--- config.mk ---
export PLATFORM = sky130hd
export DESIGN_NAME = fifo_stream_adapter
export DESIGN_NICKNAME = d
export VERILOG_FILES = /design/src/rtl/fifo_stream_adapter_pkg.sv /design/src/rtl/fifo_stream_adapter_skid_buf.sv /design/src/rtl/fifo_stream_adapter.sv
export SDC_FILE = /design/constraint.sdc
export NUM_CORES = 1
export LEC_CHECK = 0
export ABC_CLOCK_PERIOD_IN_PS = 1600
export BUFFER_PORTS_ARGS = -buffer_cell sky130_fd_sc_hd__buf_4
export CAP_MARGIN = 20
export CORE_MARGIN = 4
export CORE_UTILIZATION = 48
export CTS_CLUSTER_SIZE = 8
export DETAILED_ROUTE_END_ITERATION = 8
export HOLD_SLACK_MARGIN = 0.08
export PLACE_DENSITY = 0.72
export SLEW_MARGIN = 20
export SYNTH_ARGS = -nofsm -noshare
export SYNTH_HDL_FRONTEND = slang
export SYNTH_SLANG_ARGS = --single-unit
--- constraint.sdc ---
create_clock -name clk -period 1.6 [get_ports clk]
set_clock_uncertainty 0.05 [all_clocks]
set_input_delay 0.16 -clock clk [delete_from_list [all_inputs] [get_ports clk]]
set_output_delay 0.16 -clock clk [all_outputs]
set_load 0.005 [all_outputs]
--- src/rtl/fifo_stream_adapter_pkg.sv ---
// rtl/fifo_stream_adapter_pkg.sv - shared types and helpers for fifo_stream_adapter
package fifo_stream_adapter_pkg;

  // Output buffer depth; pointers are one bit and wrap modulo this depth.
  localparam int unsigned BUF_DEPTH = 2;

  // Buffer occupancy, 0..BUF_DEPTH.
  typedef logic [1:0] occ_t;

  // True when a read issued this cycle is guaranteed a free slot on landing:
  // words already held plus the one in flight, minus the word leaving now,
  // must stay below the buffer depth.
  function automatic logic slot_free(input occ_t occ, input logic inflight, input logic pop);
    logic [2:0] committed;
    logic [2:0] limit;
    committed = {1'b0, occ} + {2'b00, inflight};
    limit     = 3'(BUF_DEPTH) + {2'b00, pop};
    return committed < limit;
  endfunction

endpackage

--- src/rtl/fifo_stream_adapter_skid_buf.sv ---
// rtl/fifo_stream_adapter_skid_buf.sv - two-entry register buffer holding stream words
module stream_skid_buf
  import fifo_stream_adapter_pkg::*;
#(
  parameter int DATA_WIDTH = 8
) (
  input  logic                  clk,
  input  logic                  rst,
  input  logic                  wr_en_i,
  input  logic                  wr_ptr_i,
  input  logic [DATA_WIDTH-1:0] wr_data_i,
  input  logic                  rd_ptr_i,
  output logic [DATA_WIDTH-1:0] rd_data_o
);

  logic [DATA_WIDTH-1:0] mem_q [BUF_DEPTH];

  // Storage cells; cleared on reset so the head reads zero while in reset.
  always_ff @(posedge clk or posedge rst) begin
    if (rst) begin
      for (int i = 0; i < int'(BUF_DEPTH); i++) begin
        mem_q[i] <= '0;
      end
    end else if (wr_en_i) begin
      mem_q[wr_ptr_i] <= wr_data_i;
    end
  end

  // Head word comes straight from flops, never from the upstream data bus.
  assign rd_data_o = mem_q[rd_ptr_i];

endmodule

--- src/rtl/fifo_stream_adapter.sv ---
// rtl/fifo_stream_adapter.sv - 1-cycle-latency FIFO pull port to valid/ready stream adapter
module fifo_stream_adapter
  import fifo_stream_adapter_pkg::*;
#(
  parameter int DATA_WIDTH = 8,
  parameter int CNT_WIDTH  = 16
) (
  input  logic                  clk,
  input  logic                  rst,
  input  logic                  fifo_empty,
  output logic                  fifo_r_en,
  input  logic [DATA_WIDTH-1:0] fifo_data,
  output logic                  m_valid,
  input  logic                  m_ready,
  output logic [DATA_WIDTH-1:0] m_data,
  output logic [CNT_WIDTH-1:0]  beat_count
);

  localparam logic [CNT_WIDTH-1:0] BEAT_MAX = '1;
  localparam logic [CNT_WIDTH-1:0] BEAT_ONE = CNT_WIDTH'(1);

  occ_t                 occ_q, occ_d;
  logic                 inflight_q, inflight_d;
  logic                 wr_ptr_q, wr_ptr_d;
  logic                 rd_ptr_q, rd_ptr_d;
  logic                 armed_q;
  logic [CNT_WIDTH-1:0] beat_q, beat_d;
  logic                 pop;
  logic                 capture;

  assign m_valid    = (occ_q != 2'd0);
  assign pop        = m_valid & m_ready;
  // Registered read data is valid exactly one cycle after the accepted read.
  assign capture    = inflight_q;
  // Reads are held off for the first cycle out of reset via armed_q, and only
  // issued when the word is certain to have a slot when it arrives.
  assign fifo_r_en  = armed_q & ~fifo_empty & slot_free(occ_q, inflight_q, pop);
  assign beat_count = beat_q;

  // Next-state for occupancy, pointers, in-flight flag and saturating beat counter.
  always_comb begin
    occ_d      = occ_q;
    inflight_d = fifo_r_en;
    wr_ptr_d   = wr_ptr_q ^ capture;
    rd_ptr_d   = rd_ptr_q ^ pop;
    beat_d     = beat_q;
    case ({capture, pop})
      2'b10:   occ_d = occ_q + 2'd1;
      2'b01:   occ_d = occ_q - 2'd1;
      default: occ_d = occ_q;
    endcase
    if (pop && (beat_q != BEAT_MAX)) begin
      beat_d = beat_q + BEAT_ONE;
    end
  end

  // State registers; reset drops any read in flight so its data is never captured.
  always_ff @(posedge clk or posedge rst) begin
    if (rst) begin
      occ_q      <= '0;
      inflight_q <= 1'b0;
      wr_ptr_q   <= 1'b0;
      rd_ptr_q   <= 1'b0;
      armed_q    <= 1'b0;
      beat_q     <= '0;
    end else begin
      occ_q      <= occ_d;
      inflight_q <= inflight_d;
      wr_ptr_q   <= wr_ptr_d;
      rd_ptr_q   <= rd_ptr_d;
      armed_q    <= 1'b1;
      beat_q     <= beat_d;
    end
  end

  stream_skid_buf #(
    .DATA_WIDTH (DATA_WIDTH)
  ) u_buf (
    .clk       (clk),
    .rst       (rst),
    .wr_en_i   (capture),
    .wr_ptr_i  (wr_ptr_q),
    .wr_data_i (fifo_data),
    .rd_ptr_i  (rd_ptr_q),
    .rd_data_o (m_data)
  );

  // The read gating must make a capture into a full buffer unreachable.
  a_no_capture_when_full: assert property (@(posedge clk) disable iff (rst)
    !(capture && (occ_q == 2'd2)));

  // Never strobe the upstream FIFO while it reports empty.
  a_no_read_when_empty: assert property (@(posedge clk) disable iff (rst)
    !(fifo_r_en && fifo_empty));

endmodule

## After elaboration in Yosys (flattened, before gate mapping)

Index checks and enable logic that the tools add are counted.

- Logic and storage cells: 39
- Bits in registers: 38
- Output and inout bits: 26
- Input bits: 12

- Bitwise operators: 8
- Magnitude comparators: 4
- Add/sub/neg operators: 5
- Equal/unequal tests: 3
- Reduce and logical (&&, ||, !) cells: 4
- Multiplexer cells: 7

Operators with widths:

| kind | count |
|---|---|
| $mux W8 | 4 |
| $add A16 B1 Y16 const B | 1 |
| $bwmux W16 | 1 |
| $ne A16 B16 Y1 const B | 1 |
| $demux W8 S1 | 1 |
| $ge A2 B2 Y1 const B | 2 |
| $not A1 Y2 | 2 |
| $pmux W2 S2 | 1 |
| $reduce_bool A2 Y1 | 2 |
| $add A2 B1 Y3 | 1 |
| $add A2 B1 Y3 const A | 1 |
| $and A1 B1 Y1 | 3 |
| $lt A3 B3 Y1 | 1 |
| $add A2 B1 Y2 const B | 1 |
| $eq A2 B1 Y1 const B | 1 |
| $eq A2 B2 Y1 const B | 1 |
| $logic_and A1 B1 Y1 | 2 |
| $lt A2 B1 Y1 const B | 1 |
| $sub A2 B1 Y2 const B | 1 |
| $xor A1 B1 Y1 | 2 |
| $not A1 Y1 | 1 |

## Depth between registers and ports, before layout

- Word-level depth: 6
- Gate-level depth with buffers: 7
- Depth with buffers taken out: 7

## By module

Synthesis repeated with hierarchy kept, for this count alone.

- Cell total of the unflattened synthesis: 137
- Area total of the unflattened synthesis: 1,813.0 µm²

By module, submodules not included:

| module | area each (µm²) | cells each | times used | seq. area each (µm²) |
|---|---|---|---|---|
| fifo_stream_adapter | 1,072.3 | 92 | 1 | 550.5 |
| stream_skid_buf | 740.7 | 45 | 1 | 400.4 |

## Worst setup path after synthesis

No wires, ideal clock.

- Kind: reg2reg
- From: reg beat_q[0] (netlist: beat_count[0])
- To: reg beat_q[1] (netlist: beat_count[1])
- Path buffers: 0
- Library setup time: 125 ps
- Cell stages (with the launch flop): 6
- Required time: 1,425 ps
- Data arrival time: 1,426 ps
- Period minus slack after synthesis: 1,601 ps
- Path slack: -1 ps
- Path through: dfrtp_1 ha_1 nand4_1 nor3_4 a21oi_2 mux2_4

- Longest elaborated chain between the ends: 2
- Elaborated cells on any way between the ends: 3
- Classes of those cells: 1 x add/sub; 1 x eq/ne; 1 x reduce/logical

Ends and longest elaborated chain:

| what | line | source |
|---|---|---|
| start: declaration | fifo_stream_adapter.sv:27 | `logic [CNT_WIDTH-1:0] beat_q, beat_d;` |
| start signal: assignment | fifo_stream_adapter.sv:72 | `beat_q <= beat_d;` |
| parallel branches: the longest is 2 deep, another holds $add A16 B1 Y16 | -- |  |

Several ways; the timed one is not identified.
A chain may end at the register's enable or synchronous reset.

## Final worst setup path

- From: reg occ_q[0]
- To: out fifo_r_en

- Longest elaborated chain between the ends: 5
- Elaborated cells on any way between the ends: 6
- Classes of those cells: 2 x add/sub; 1 x order compare; 2 x bitwise; 1 x reduce/logical

Ends and longest elaborated chain:

| what | line | source |
|---|---|---|
| start: declaration | fifo_stream_adapter.sv:22 | `occ_t occ_q, occ_d;` |
| start signal: assignment | fifo_stream_adapter.sv:60 | `occ_q <= '0;` |
| start signal: assignment | fifo_stream_adapter.sv:67 | `occ_q <= occ_d;` |
| $reduce_bool A2 Y1 | fifo_stream_adapter.sv:31 | `assign m_valid = (occ_q != 2'd0);` |
| $and A1 B1 Y1 | fifo_stream_adapter.sv:32 | `assign pop = m_valid & m_ready;` |
| $add A2 B1 Y3 | fifo_stream_adapter_pkg.sv:17 | `limit = 3'(BUF_DEPTH) + {2'b00, pop};` |
| $lt A3 B3 Y1 (*) | fifo_stream_adapter_pkg.sv:18 | `return committed < limit;` |
| $and A1 B1 Y1 (*) | fifo_stream_adapter.sv:37 | `assign fifo_r_en = armed_q & ~fifo_empty & slot_free(occ_q, inflight_q, pop);` |
| end: declaration | fifo_stream_adapter.sv:11 | `output logic fifo_r_en,` |

Mark *: on every way between the ends. The rest lies on a longest branch, timed or not.

==> flow_summary.json <==
{
  "outcome": "finished with violations",
  "max_freq_ghz": 0.599,
  "grt_pass1_wl_mm": 6.77,
  "final_nets": 238,
  "routed_wl_mm": 4.12,
  "cp_common_cell": "ha_4",
  "r2r_cells": 7,
  "cp_data_arrival_time_ns": 1.46,
  "yosys_warnings": 0,
  "hp-start": "fifo_empty",
  "ys_ff_latch": 38,
  "grt_start_max_net_pins": 39,
  "final-instance-count-excl-fill": 268,
  "violations": "setup timing",
  "clock_sinks": 38,
  "dp_hpwl_mm": 2.67,
  "cp.required_ns": 1.39,
  "core_um2": 3630,
  "post_synth_inst_count": 140,
  "drive_gt1_share_pct": 57.7,
  "r2r_end": "beat_count[8]",
  "synth_nets": 158,
  "track_usage_pct": 17.4,
  "period_minus_slack_ns": 1.67,
  "timing.final.crit_share_pct": 104,
  "end_kind": "output port",
  "cp-start-kind": "flop",
  "hold_viol": 0,
  "antenna_found_initial": 0,
  "yosys.area.top_type": "dfrtp_1",
  "cts_max_level": 2,
  "maxCapViolations": 0,
  "cts.clk_slew.worst_paths_ns": 0.07,
  "vias": 1411,
  "cp_max_fo": 3,
  "synth_top_area_share_pct": 52.7,
  "holdPathStages": 3,
  "rsz0062_at_grt": "true",
  "gp_congestion": 0.801,
  "synth_area_leaders": "dfrtp_1, mux2_2, xor2_1, ha_1, and3_1",
  "synth_area_um2": 1800,
  "clockBufferDepth": 2,
  "tritoncts": "yes",
  "numCtsBuffers": 5,
  "r2r_slack_ns": -0.05,
  "firstDrtPassIters": 4,
  "placementRows": 22,
  "die_w_um": 69.3,
  "numPortBuffers": 37,
  "fill_cells": 257,
  "drt_iter0_drc": 67,
  "rr_startpoint": "occ_q[0]",
  "power.total_mw": 4.10,
  "diodes": 0,
  "p_leak_nw": 1.30,
  "ir_drop_mv": 0.901,
  "ctsRootBufferMaster": "clkbuf_8",
  "dpl_worst_slack_ns": 0.00844,
  "pin_count": 38,
  "cp_slowest_cell": "dfrtp_1",
  "report.final.slew_viol_count": 0,
  "crit_type": "flop to output port",
  "die_h_um": 69.3,
  "crit_chain": "ha_4 > ha_4 > o21ai_2 > and3_4 > buf_6",
  "hold_path_end": "capture",
  "syn2layout_area_growth_pct": 48.1,
  "hp-class": "primary input to flop",
  "ys_seq_area_share_pct": 52.7,
  "worstSkewPairLatency_ns": 0.29,
  "grt_pass1_vias": 1441,
  "avgSynthCellArea_um2": 12.9,
  "drc_errors": 0,
  "dieArea_um2": 4800,
  "post-place-cells": 241,
  "antenna_left": 0,
  "setup_ws_ns": -0.0683,
  "synth_cell_types": 28,
  "setup_viol": 3,
  "wl_per_cell_um": 15.4,
  "powerDensity_nw_per_um2": 1530,
  "grt-ovfl-total": 0,
  "vias_per_cell": 5.26,
  "start_util_pct": 49.6,
  "max_stage_delay_ns": 0.43
}
[logic make-up (layout without fill, tap and decap cells)]
group	Yosys count	in the layout	share of synthesized area (%)
other cells	1	1	0.208
flops	38	38	52.7
xor+xnor	14	14	6.80
fa+ha+maj	6	6	4.16
mux	27	27	17.1
buf+inv	9	89	2.15
simple gates	37	37	14.3
compound gates	8	8	2.57
[repair_timing]
action | CTS | global route
gates resized for setup | 7 | 23
cloned | 0 | 0
hold buffers | 9 | 0
hold endpoints to repair | 54 | 0
endpoints found under the setup margin | 10 | 11
setup buffers | 3 | 8
pin swaps | 5 | 11
[power breakdown]
group	total (mW)	internal (mW)	leakage (nW)	switching [mW]
combinational	1.88	1.18	0.787	0.701
clock	0.619	0.292	0.0438	0.327
sequential	1.60	1.32	0.467	0.278
[cell type report]
type | instances | area (um^2) | area share [%]
Inverter | 6 | 35.0 | 1.31
Clock buffer | 5 | 68.8 | 2.58
Multi-Input combinational cell | 93 | 940 | 35.2
Clock inverter | 2 | 10.0 | 0.375
Timing Repair Buffer | 76 | 604 | 22.6
Sequential cell | 38 | 952 | 35.7
Tap cell | 48 | 60.1 | 2.25
[worst max path at each step]
stage | startpoint | to | slack, ns
global route | occ_q[0] | fifo_r_en | -0.12
global placement | occ_q[0] | occ_q[1] | 0.06
floorplan | beat_count[0] | beat_count[1] | -0.001
finish | occ_q[0] | fifo_r_en | -0.07
detailed placement | beat_count[1] | beat_count[12] | 0.008
CTS | occ_q[0] | fifo_r_en | -0.09
[per-layer routing]
metal  global-route usage (%)  up-vias  share of wire [%]
li1                         -      652                  -
met1                     21.1      709                 42
met2                     29.4       42                 52
met3                     4.93        8                4.9
met4                     5.86        0                1.7
met5                        0        -                  0
[cell usage in the layout (no fill, tap or decap), drive strengths merged]
cell type / n
a21oi: 4
a31oi: 2
and3: 6
and4: 1
buf: 67
clkbuf: 5
clkinv: 3
conb: 1
dfrtp: 38
dlygate4sd3: 9
ha: 6
inv: 5
mux2: 27
nand2: 5
nand3: 2
nand4: 6
nor2: 6
nor3: 5
nor3b: 3
nor4: 2
o21ai: 2
or2: 1
xnor2: 3
xor2: 11
[stage by stage]
step | setup TNS, ns | hold WS (ns) | utilization [%] | area [um^2]
after detailed placement | 0 | 0.261 | 62.5 | 2270
after CTS | -0.145 | 0.139 | 68.6 | 2490
final | -0.122 | 0.156 | 73.5 | 2670
after global routing | -0.415 | 0.152 | 73.5 | 2670
after global placement | 0 | 0.250 | 62.5 | 2270
after floorplan | -0.00108 | 0.262 | - | 1800
[synth_stat cells]
master / count
a21oi_1: 3
nand4_4: 1
nor4_2: 2
nand3_1: 2
nand2_1: 4
and4_1: 1
nor3b_1: 3
clkinv_4: 1
and3_1: 6
ha_1: 6
nor3_1: 4
nor2_1: 6
nand4_2: 2
xnor2_1: 3
a21oi_2: 1
nor3_4: 1
mux2_2: 26
mux2_4: 1
o21ai_0: 2
nand4_1: 3
conb_1: 1
inv_1: 5
xor2_1: 11
nand2_2: 1
dfrtp_1: 38
or2_4: 1
a31oi_1: 2
clkbuf_1: 3
[registers in the layout, indices dropped and copies added, names as in the netlist]
register,flops
beat_count,16
u_buf.mem_q,16
occ_q,2
armed_q,1
capture,1
rd_ptr_q,1
wr_ptr_q,1
[worst max-delay path, delay by kind of cell (launching register included)]
family	cells	cell delay [ns]
adder cells (fa/ha/maj)	2	0.44
AO/OA/AOI/OAI	1	0.04
AND/OR/NAND/NOR	1	0.15
flip-flops	1	0.43
buffers and inverters	1	0.11
Power figures use the tool's default switching activity.
